## src/rtl/rf_read_port_arbiter_pkg.sv

```systemverilog
// Shared constants for the register-file read-port arbiter slice.
// Requester indices map pipeline clients onto arbiter request bits.
package rf_read_port_arbiter_pkg;

    localparam int unsigned RF_ADDR_W       = 5;
    localparam int unsigned RF_DATA_W       = 32;
    localparam int unsigned RF_NUM_READ_REQ = 4;

    localparam int unsigned REQ_FETCH = 0;
    localparam int unsigned REQ_DEC_A = 1;
    localparam int unsigned REQ_DEC_B = 2;
    localparam int unsigned REQ_DBG   = 3;

    // Width of an encoded requester index; at least one bit.
    function automatic int unsigned idx_width(input int unsigned n);
        return (n < 2) ? 1 : $clog2(n);
    endfunction

endpackage

```

## src/rtl/rf_read_port_arbiter_picker.sv

```systemverilog
// Combinational round-robin picker: first set request searching upward
// from last_gnt+1 with wrap-around, yielding a one-hot grant and its index.
module rr_priority_picker
    import rf_read_port_arbiter_pkg::*;
#(
    parameter int unsigned NUM_REQ = RF_NUM_READ_REQ,
    localparam int unsigned IDX_W  = idx_width(NUM_REQ)
) (
    input  logic [NUM_REQ-1:0] i_req,
    input  logic               i_en,
    input  logic [IDX_W-1:0]   i_last_gnt,
    output logic [NUM_REQ-1:0] o_gnt,
    output logic [IDX_W-1:0]   o_gnt_idx,
    output logic               o_gnt_vld
);

    int unsigned w_last;

    assign w_last = 32'(i_last_gnt);

    // Outer loop walks priority order; the found flag keeps the grant one-hot.
    always_comb begin
        o_gnt     = '0;
        o_gnt_idx = '0;
        o_gnt_vld = 1'b0;
        if (i_en) begin
            for (int unsigned k = 1; k <= NUM_REQ; k++) begin
                for (int unsigned i = 0; i < NUM_REQ; i++) begin
                    if (!o_gnt_vld && i_req[i] && (i == ((w_last + k) % NUM_REQ))) begin
                        o_gnt[i]  = 1'b1;
                        o_gnt_idx = IDX_W'(i);
                        o_gnt_vld = 1'b1;
                    end
                end
            end
        end
    end

endmodule

```

## src/rtl/rf_read_port_arbiter.sv

```systemverilog
// Shares one 32:1 register-file read mux between NUM_REQ clients: grant and
// register the winner's address, then capture mux data one cycle later.
module rf_read_port_arbiter
    import rf_read_port_arbiter_pkg::*;
#(
    parameter int unsigned NUM_REQ = RF_NUM_READ_REQ,
    parameter int unsigned ADDR_W  = RF_ADDR_W,
    parameter int unsigned DATA_W  = RF_DATA_W
) (
    input  logic                      CLK,
    input  logic                      RST,
    input  logic                      en,
    input  logic [NUM_REQ-1:0]        req,
    input  logic [NUM_REQ*ADDR_W-1:0] addr,
    output logic [NUM_REQ-1:0]        gnt,
    output logic [ADDR_W-1:0]         mux_sel,
    input  logic [DATA_W-1:0]         mux_data,
    output logic [DATA_W-1:0]         rdata,
    output logic [NUM_REQ-1:0]        rvalid
);

    localparam int unsigned IDX_W = idx_width(NUM_REQ);

    logic [NUM_REQ-1:0] w_gnt;
    logic [IDX_W-1:0]   w_gnt_idx;
    logic               w_gnt_vld;
    logic [ADDR_W-1:0]  w_sel_addr;

    logic [IDX_W-1:0]   r_last_gnt;
    logic [ADDR_W-1:0]  r_mux_sel;
    logic [NUM_REQ-1:0] r_inflight;
    logic [DATA_W-1:0]  r_rdata;
    logic [NUM_REQ-1:0] r_rvalid;

    rr_priority_picker #(
        .NUM_REQ (NUM_REQ)
    ) u_picker (
        .i_req      (req),
        .i_en       (en),
        .i_last_gnt (r_last_gnt),
        .o_gnt      (w_gnt),
        .o_gnt_idx  (w_gnt_idx),
        .o_gnt_vld  (w_gnt_vld)
    );

    // One-hot AND-OR select of the winner's address slice.
    always_comb begin
        w_sel_addr = '0;
        for (int unsigned i = 0; i < NUM_REQ; i++) begin
            if (w_gnt[i]) begin
                w_sel_addr = w_sel_addr | addr[i*ADDR_W +: ADDR_W];
            end
        end
    end

    always_ff @(posedge CLK or negedge RST) begin
        if (!RST) begin
            r_last_gnt <= IDX_W'(NUM_REQ - 1);
            r_mux_sel  <= '0;
            r_inflight <= '0;
        end else if (w_gnt_vld) begin
            r_last_gnt <= w_gnt_idx;
            r_mux_sel  <= w_sel_addr;
            r_inflight <= w_gnt;
        end else begin
            r_inflight <= '0;
        end
    end

    always_ff @(posedge CLK or negedge RST) begin
        if (!RST) begin
            r_rdata  <= '0;
            r_rvalid <= '0;
        end else begin
            if (|r_inflight) begin
                r_rdata <= mux_data;
            end
            r_rvalid <= r_inflight;
        end
    end

    assign gnt     = w_gnt;
    assign mux_sel = r_mux_sel;
    assign rdata   = r_rdata;
    assign rvalid  = r_rvalid;

endmodule

```

## config.mk

```make
export PLATFORM = sky130hd
export DESIGN_NAME = rf_read_port_arbiter
export DESIGN_NICKNAME = d
export VERILOG_FILES = /design/src/rtl/rf_read_port_arbiter_pkg.sv /design/src/rtl/rf_read_port_arbiter_picker.sv /design/src/rtl/rf_read_port_arbiter.sv
export SDC_FILE = /design/constraint.sdc
export NUM_CORES = 1
export LEC_CHECK = 0
export BUFFER_PORTS_ARGS = -buffer_cell sky130_fd_sc_hd__buf_2
export CORE_ASPECT_RATIO = 0.7
export CORE_MARGIN = 5
export CORE_UTILIZATION = 33
export CTS_CLUSTER_SIZE = 24
export DETAILED_ROUTE_END_ITERATION = 12
export HOLD_SLACK_MARGIN = 0.03
export SETUP_SLACK_MARGIN = 0.1
export SLEW_MARGIN = 20
export SYNTH_ARGS = -nofsm -noshare
export SYNTH_HDL_FRONTEND = slang
export SYNTH_SLANG_ARGS = --single-unit
export TNS_END_PERCENT = 50
```

## constraint.sdc

```tcl
create_clock -name CLK -period 1.55 [get_ports CLK]
set_clock_uncertainty 0.15 [all_clocks]
set_input_delay 0 -clock CLK [delete_from_list [all_inputs] [get_ports CLK]]
set_output_delay 0 -clock CLK [all_outputs]
set_load 0.01 [all_outputs]
```

Yosys cells after proc, flatten, opt, wreduce, memory -nomap -nowiden --
Index checks and enable logic that the tools add are counted.
Storage, ports and cells: bits in registers 47, input bits 59, output and inout bits 45
Operators by class: $add $sub $neg 4, equality and inequality tests 12, mux-type cells 69, bitwise operators 3, reductions and logical operators 51
Operator list (number):
- $logic_not A32 Y1 | 4
- $mux W1 | 48
- $logic_and A1 B1 Y1 | 31
- $mux W2 | 15
- $mux W5 | 4
- $eq A2 B2 Y1 const A | 8
- $logic_not A1 Y1 | 15
- $or A5 B5 Y5 | 3
- $eq A1 B2 Y1 const A | 4
- $mux W4 | 2
- $add A2 B1 Y2 const B | 2
- $add A2 B2 Y2 const B | 2
- $reduce_or A4 Y1 | 1

Depth between registers and ports, before layout --
depth in word-level cells 87, depth in mapped cells 6, gate-level depth less buffers 5

Cells and area by module --
A second synthesis with hierarchy kept.
Second synthesis, totals: cell total of the unflattened synthesis 137, area total of the unflattened synthesis 1918.1 µm²
Modules (own cells, without submodules):
- rf_read_port_arbiter | instances 1, cells each 111, area an instance 1774.2 µm², sequential area each 1178.6 µm²
- rr_priority_picker | instances 1, cells each 26, area an instance 143.9 µm², sequential area each 0.0 µm²

Least setup slack after synthesis --
Ideal clock, no wire load.
kind register -> register, from register r_last_gnt[1], to register r_mux_sel[0], in the netlist mux_sel[0], library setup time 0.133 ns, data arrival time 1.370 ns, required time 1.267 ns, setup slack -0.103 ns, cell stages (with the launch flop) 7, buffers on the path 2, clock period less this slack 1.653 ns, path through dfstp_2 > buf_4 > o21ai_2 > and4_4 > buf_6 > a221oi_2 > a31oi_1
On the way: elaborated cells between the ends (all ways) 121
RTL lines:
- start, declared | RTL line rf_read_port_arbiter.sv:29 | logic [IDX_W-1:0] r_last_gnt;
- start signal, assigned | RTL line rf_read_port_arbiter.sv:58 | r_last_gnt <= IDX_W'(NUM_REQ - 1);
- start signal, assigned | RTL line rf_read_port_arbiter.sv:62 | r_last_gnt <= w_gnt_idx;
- $add A2 B1 Y2 | RTL line rf_read_port_arbiter_picker.sv:29 | if (!o_gnt_vld && i_req[i] && (i == ((w_last + k) % NUM_REQ))) begin
- $logic_not A32 Y1 | RTL line rf_read_port_arbiter_picker.sv:29
- $logic_and A1 B1 Y1 | RTL line rf_read_port_arbiter_picker.sv:29
- $mux W1 | RTL line rf_read_port_arbiter_picker.sv:29
- $mux W1 | RTL line rf_read_port_arbiter_picker.sv:26 | if (i_en) begin
- $logic_not A1 Y1 | RTL line rf_read_port_arbiter_picker.sv:29
- $logic_and A1 B1 Y1 (2 in a row) | RTL line rf_read_port_arbiter_picker.sv:29
- $mux W1 | RTL line rf_read_port_arbiter_picker.sv:29
- [... 61 more ...]
- $logic_not A1 Y1 | RTL line rf_read_port_arbiter_picker.sv:29
- $logic_and A1 B1 Y1 (2 in a row) | RTL line rf_read_port_arbiter_picker.sv:29
- $mux W1 (*) | RTL line rf_read_port_arbiter_picker.sv:29
- $mux W4 (*) | RTL line rf_read_port_arbiter_picker.sv:26
- via gnt[2] | RTL line rf_read_port_arbiter.sv:15 | output logic [NUM_REQ-1:0] gnt,
- $mux W5 (*) | RTL line rf_read_port_arbiter.sv:50 | if (w_gnt[i]) begin
- $or A5 B5 Y5 | RTL line rf_read_port_arbiter.sv:51 | w_sel_addr = w_sel_addr | addr[i*ADDR_W +: ADDR_W];
- $mux W5 (*) | RTL line rf_read_port_arbiter.sv:50
- end signal, assigned | RTL line rf_read_port_arbiter.sv:63 | r_mux_sel <= w_sel_addr;
- end, declared | RTL line rf_read_port_arbiter.sv:30 | logic [ADDR_W-1:0] r_mux_sel;
The timed path passes the listed nets; every way through them passes the cells marked *. The select of a mux whose other input is x is not followed. A chain may end at the register's enable or synchronous reset.

Worst setup path after layout --
from register r_last_gnt[1], to output port gnt[3]
On the way: word-level cells in the longest chain between the ends 80, elaborated cells between the ends (all ways) 101
RTL lines (RTL line):
- $add A2 B1 Y2 | rf_read_port_arbiter_picker.sv:29
- $logic_not A32 Y1 | rf_read_port_arbiter_picker.sv:29
- $logic_and A1 B1 Y1 | rf_read_port_arbiter_picker.sv:29
- $mux W1 | rf_read_port_arbiter_picker.sv:29
- $mux W1 | rf_read_port_arbiter_picker.sv:26
- $logic_not A1 Y1 | rf_read_port_arbiter_picker.sv:29
- $logic_and A1 B1 Y1 (2 in a row) | rf_read_port_arbiter_picker.sv:29
- $mux W1 | rf_read_port_arbiter_picker.sv:29
- [... 61 more ...]
- $logic_not A1 Y1 | rf_read_port_arbiter_picker.sv:29
- $logic_and A1 B1 Y1 (2 in a row) | rf_read_port_arbiter_picker.sv:29
- $mux W1 | rf_read_port_arbiter_picker.sv:29
- $mux W1 | rf_read_port_arbiter_picker.sv:26
- $logic_not A1 Y1 | rf_read_port_arbiter_picker.sv:29
- $logic_and A1 B1 Y1 (2 in a row) | rf_read_port_arbiter_picker.sv:29
- $mux W1 (*) | rf_read_port_arbiter_picker.sv:29
- $mux W4 (*) | rf_read_port_arbiter_picker.sv:26
- end, declared | rf_read_port_arbiter.sv:15
Mark *: on every way between the ends. The rest lies on a longest branch, timed or not. The select of a mux whose other input is x is not followed.

==> qor.csv <==
metric,value,unit
status,"finished, violations left",
Syn Inst Count,153,
chip height,75.7,um
Crit path largest cell delay,0.61,ns
initial drt markers,54,
largest net degree at the start of global routing,27,
Syn Std Cell Area,2030,sq um
initial antenna violation count,0,
peak supply drop,0.587,mV
Critical Path Fanout Max,5,
fin. max-slew vios,0,
number of H-tree levels,2,
syn nets,212,
Mapped Avg Cell Area,13.3,sq um
worst hold slack,0.0621,ns
fillers,461,
Initial Util,0.348,
first-pass GRT wire length,11000,um
number of global-route vias before repair,2110,
hold_sp,req[0],
worst path setup slack after routing,-0.305,ns
Adder-Cell Fraction of Synth Area,0,
GP Congestion,0.864,
io pins,104,
Synth Area in Simple Gates,0.0954,
Rows,23,
Tmin final,1.85,ns
# diodes,0,
Pwr Density,1230,nW/um^2
"CP delay by family, top",flip-flops,
"Req. time, crit path",1.40,ns
register area share after synthesis,0.580,
failing checks,negative setup slack,
Residual DRC,0,
Synth Area in XOR/XNOR,0,
clock latency on the worst-skew pair,0.29,ns
RR Startpoint,r_last_gnt[1],
Worst Path Buf+Inv,3,
gr ovfl total,0,
"Distinct cells, synth",30,
worst path cell trace,"buf_12, a21oi_4, o311ai_4, buf_4, nor2_2, buf_2",
clock slew at reported path FFs,0.08,ns
complex-gate fraction of the synthesized area,0.118,
Rel. slew slack,0.639,
hpwl dp,3880,um
CP startpoint,r_last_gnt[1],
fin nets,400,
Synth Register Bits,47,
Worst Setup Path Type,reg2out,
Routed Antenna Nets,0,
largest family of logic cells by synthesized area,multiplexers,
endpoints failing hold,0,
Core ar.,5840,sq um
port bufs,103,
max-cap violations,0,
startpoint types,flop,
Vias per Instance,4.71,
"Warnings, synthesis",0,
final WL,7150,um
first-pass iteration count of the detailed router,5,
Leak,0.00189,uW
Crit. End Element,output pin,
overall die width,104,um
TritonCTS clock tree,built,
layout cells sized above 1,0.558,
FF-to-FF path depth,6,
mux cell area share after synthesis,0.177,
Worst path slowest cell,dfstp_2,
RSZ-0062 raised after global routing,true,
Final Non-Filler Cells,417,
fin crit share,1.20,
maximum clock path buffer count,2,
Fmax,539,MHz
Total Routing Usage GR,0.176,
CTS sink count,47,
Worst EP arrival,1.70,ns
drt wl/cell,17.1,um
stages on the worst setup path,6,
CTS Buf Count,5,
Worst Hold Class,in2reg,
"commonest non-fill, non-tap cell in the layout",buf_2,
Worst Tran Pin Value,0.542,ns
die area,7860,sq um
Root Buffer,clkbuf_8,
Hold Path Stages,4,
most frequent cells in the layout,"buf_2, dlygate4sd3_1, dfrtp_1",
placed insts,333,
routed vias,1963,
# setup viols final,45,
Layout area overhead,85.5,%
Pwr Total,4630,uW
==> tightest hold or removal path, delay by kind of cell <==
kind	cells	cell delay, ns
simple gates	1	0.15
compound gates	2	0.20
buf+inv	1	0.15
==> flip-flops by register name (all words and copies together), names as in the netlist <==
| register | cells |
|---|---|
| r_inflight | 4 |
| mux_sel | 5 |
| r_last_gnt | 2 |
| rdata | 32 |
| rvalid | 4 |
==> worst paths after layout <==
kind | slack (ns) | end
max in group asynchronous | 0.65 | rvalid[1]
setup / recovery | -0.30 | gnt[3]
hold reg to reg | 0.29 | rvalid[1]
hold / removal | 0.06 | r_last_gnt[1]
setup reg to reg | -0.22 | mux_sel[0]
min in group asynchronous | 0.07 | rdata[15]
==> cells by family after synthesis <==
group	after synthesis
compound gates	27
flops	47
buf+inv	10
mux	32
simple gates	37
==> final cells by class <==
class,count,area [sq um],share of cell area
clock buffer,6,72.6,0.0192
clock inverter,2,37.5,0.00995
inverter,4,17.5,0.00464
multi-input combinational,96,970,0.257
sequential,47,1180,0.313
tap,75,93.8,0.0249
timing repair buffer,187,1400,0.372
==> cell usage after synthesis <==
cell type	instances	area share
a221oi_2	5	0.037
inv_1	2	0.0037
o311ai_2	1	0.0080
and4_4	1	0.0055
dfstp_2	2	0.026
buf_4	4	0.015
buf_6	1	0.0055
and2_1	4	0.012
mux2_1	1	0.0055
and4_1	1	0.0043
nand2_1	10	0.018
nor2_1	13	0.024
inv_2	2	0.0037
clkbuf_1	1	0.0018
nor2b_4	1	0.0068
o311a_1	1	0.0049
a21oi_1	5	0.012
nor4_2	1	0.0062
nand3_1	1	0.0025
o21ai_1	1	0.0025
o221a_2	1	0.0055
dfrtp_1	45	0.55
a21oi_4	1	0.0080
a21o_1	1	0.0037
mux2_2	31	0.17
a31oi_1	6	0.018
o21ai_0	2	0.0049
or2_0	5	0.015
a2bb2oi_1	1	0.0043
o21ai_2	2	0.0086
==> power by group <==
group          total (uW)  switching (uW)  internal (uW)
Clock                 883             401            481
Combinational        1970             817           1150
Sequential           1780             204           1570
==> repair_timing <==
action                                 4_1_cts  5_1_grt
setup endpoints to repair                   45       46
endpoints found under the hold margin       90        0
gates resized for setup                     34       11
pin swaps                                    7        4
gates cloned                                 2        1
buffers inserted                            13        3
hold buffers                                57        0
==> per-layer routing <==
metal / vias to the layer above / track usage / share of wire
met1: 942 / 0.220 / 0.42
met5: - / 0 / 0
met3: 2 / 0.0610 / 0.090
met2: 96 / 0.302 / 0.48
li1: 923 / - / -
met4: 0 / 0.0345 / 0.0039
==> metrics by stage <==
step           area (sq um)  utilization  TNS (ns)  worst slack, ns
6_report               3770        0.646     -5.65           -0.305
5_1_grt                3770        0.646     -8.42           -0.360
4_1_cts                3680        0.630     -4.73           -0.262
3_3_place_gp           2690        0.461     -3.54           -0.177
2_1_floorplan          2050            -    -0.939          -0.0425
3_5_place_dp           2690        0.461     -3.55           -0.148
No activity file was read; power rests on OpenSTA's default activity.
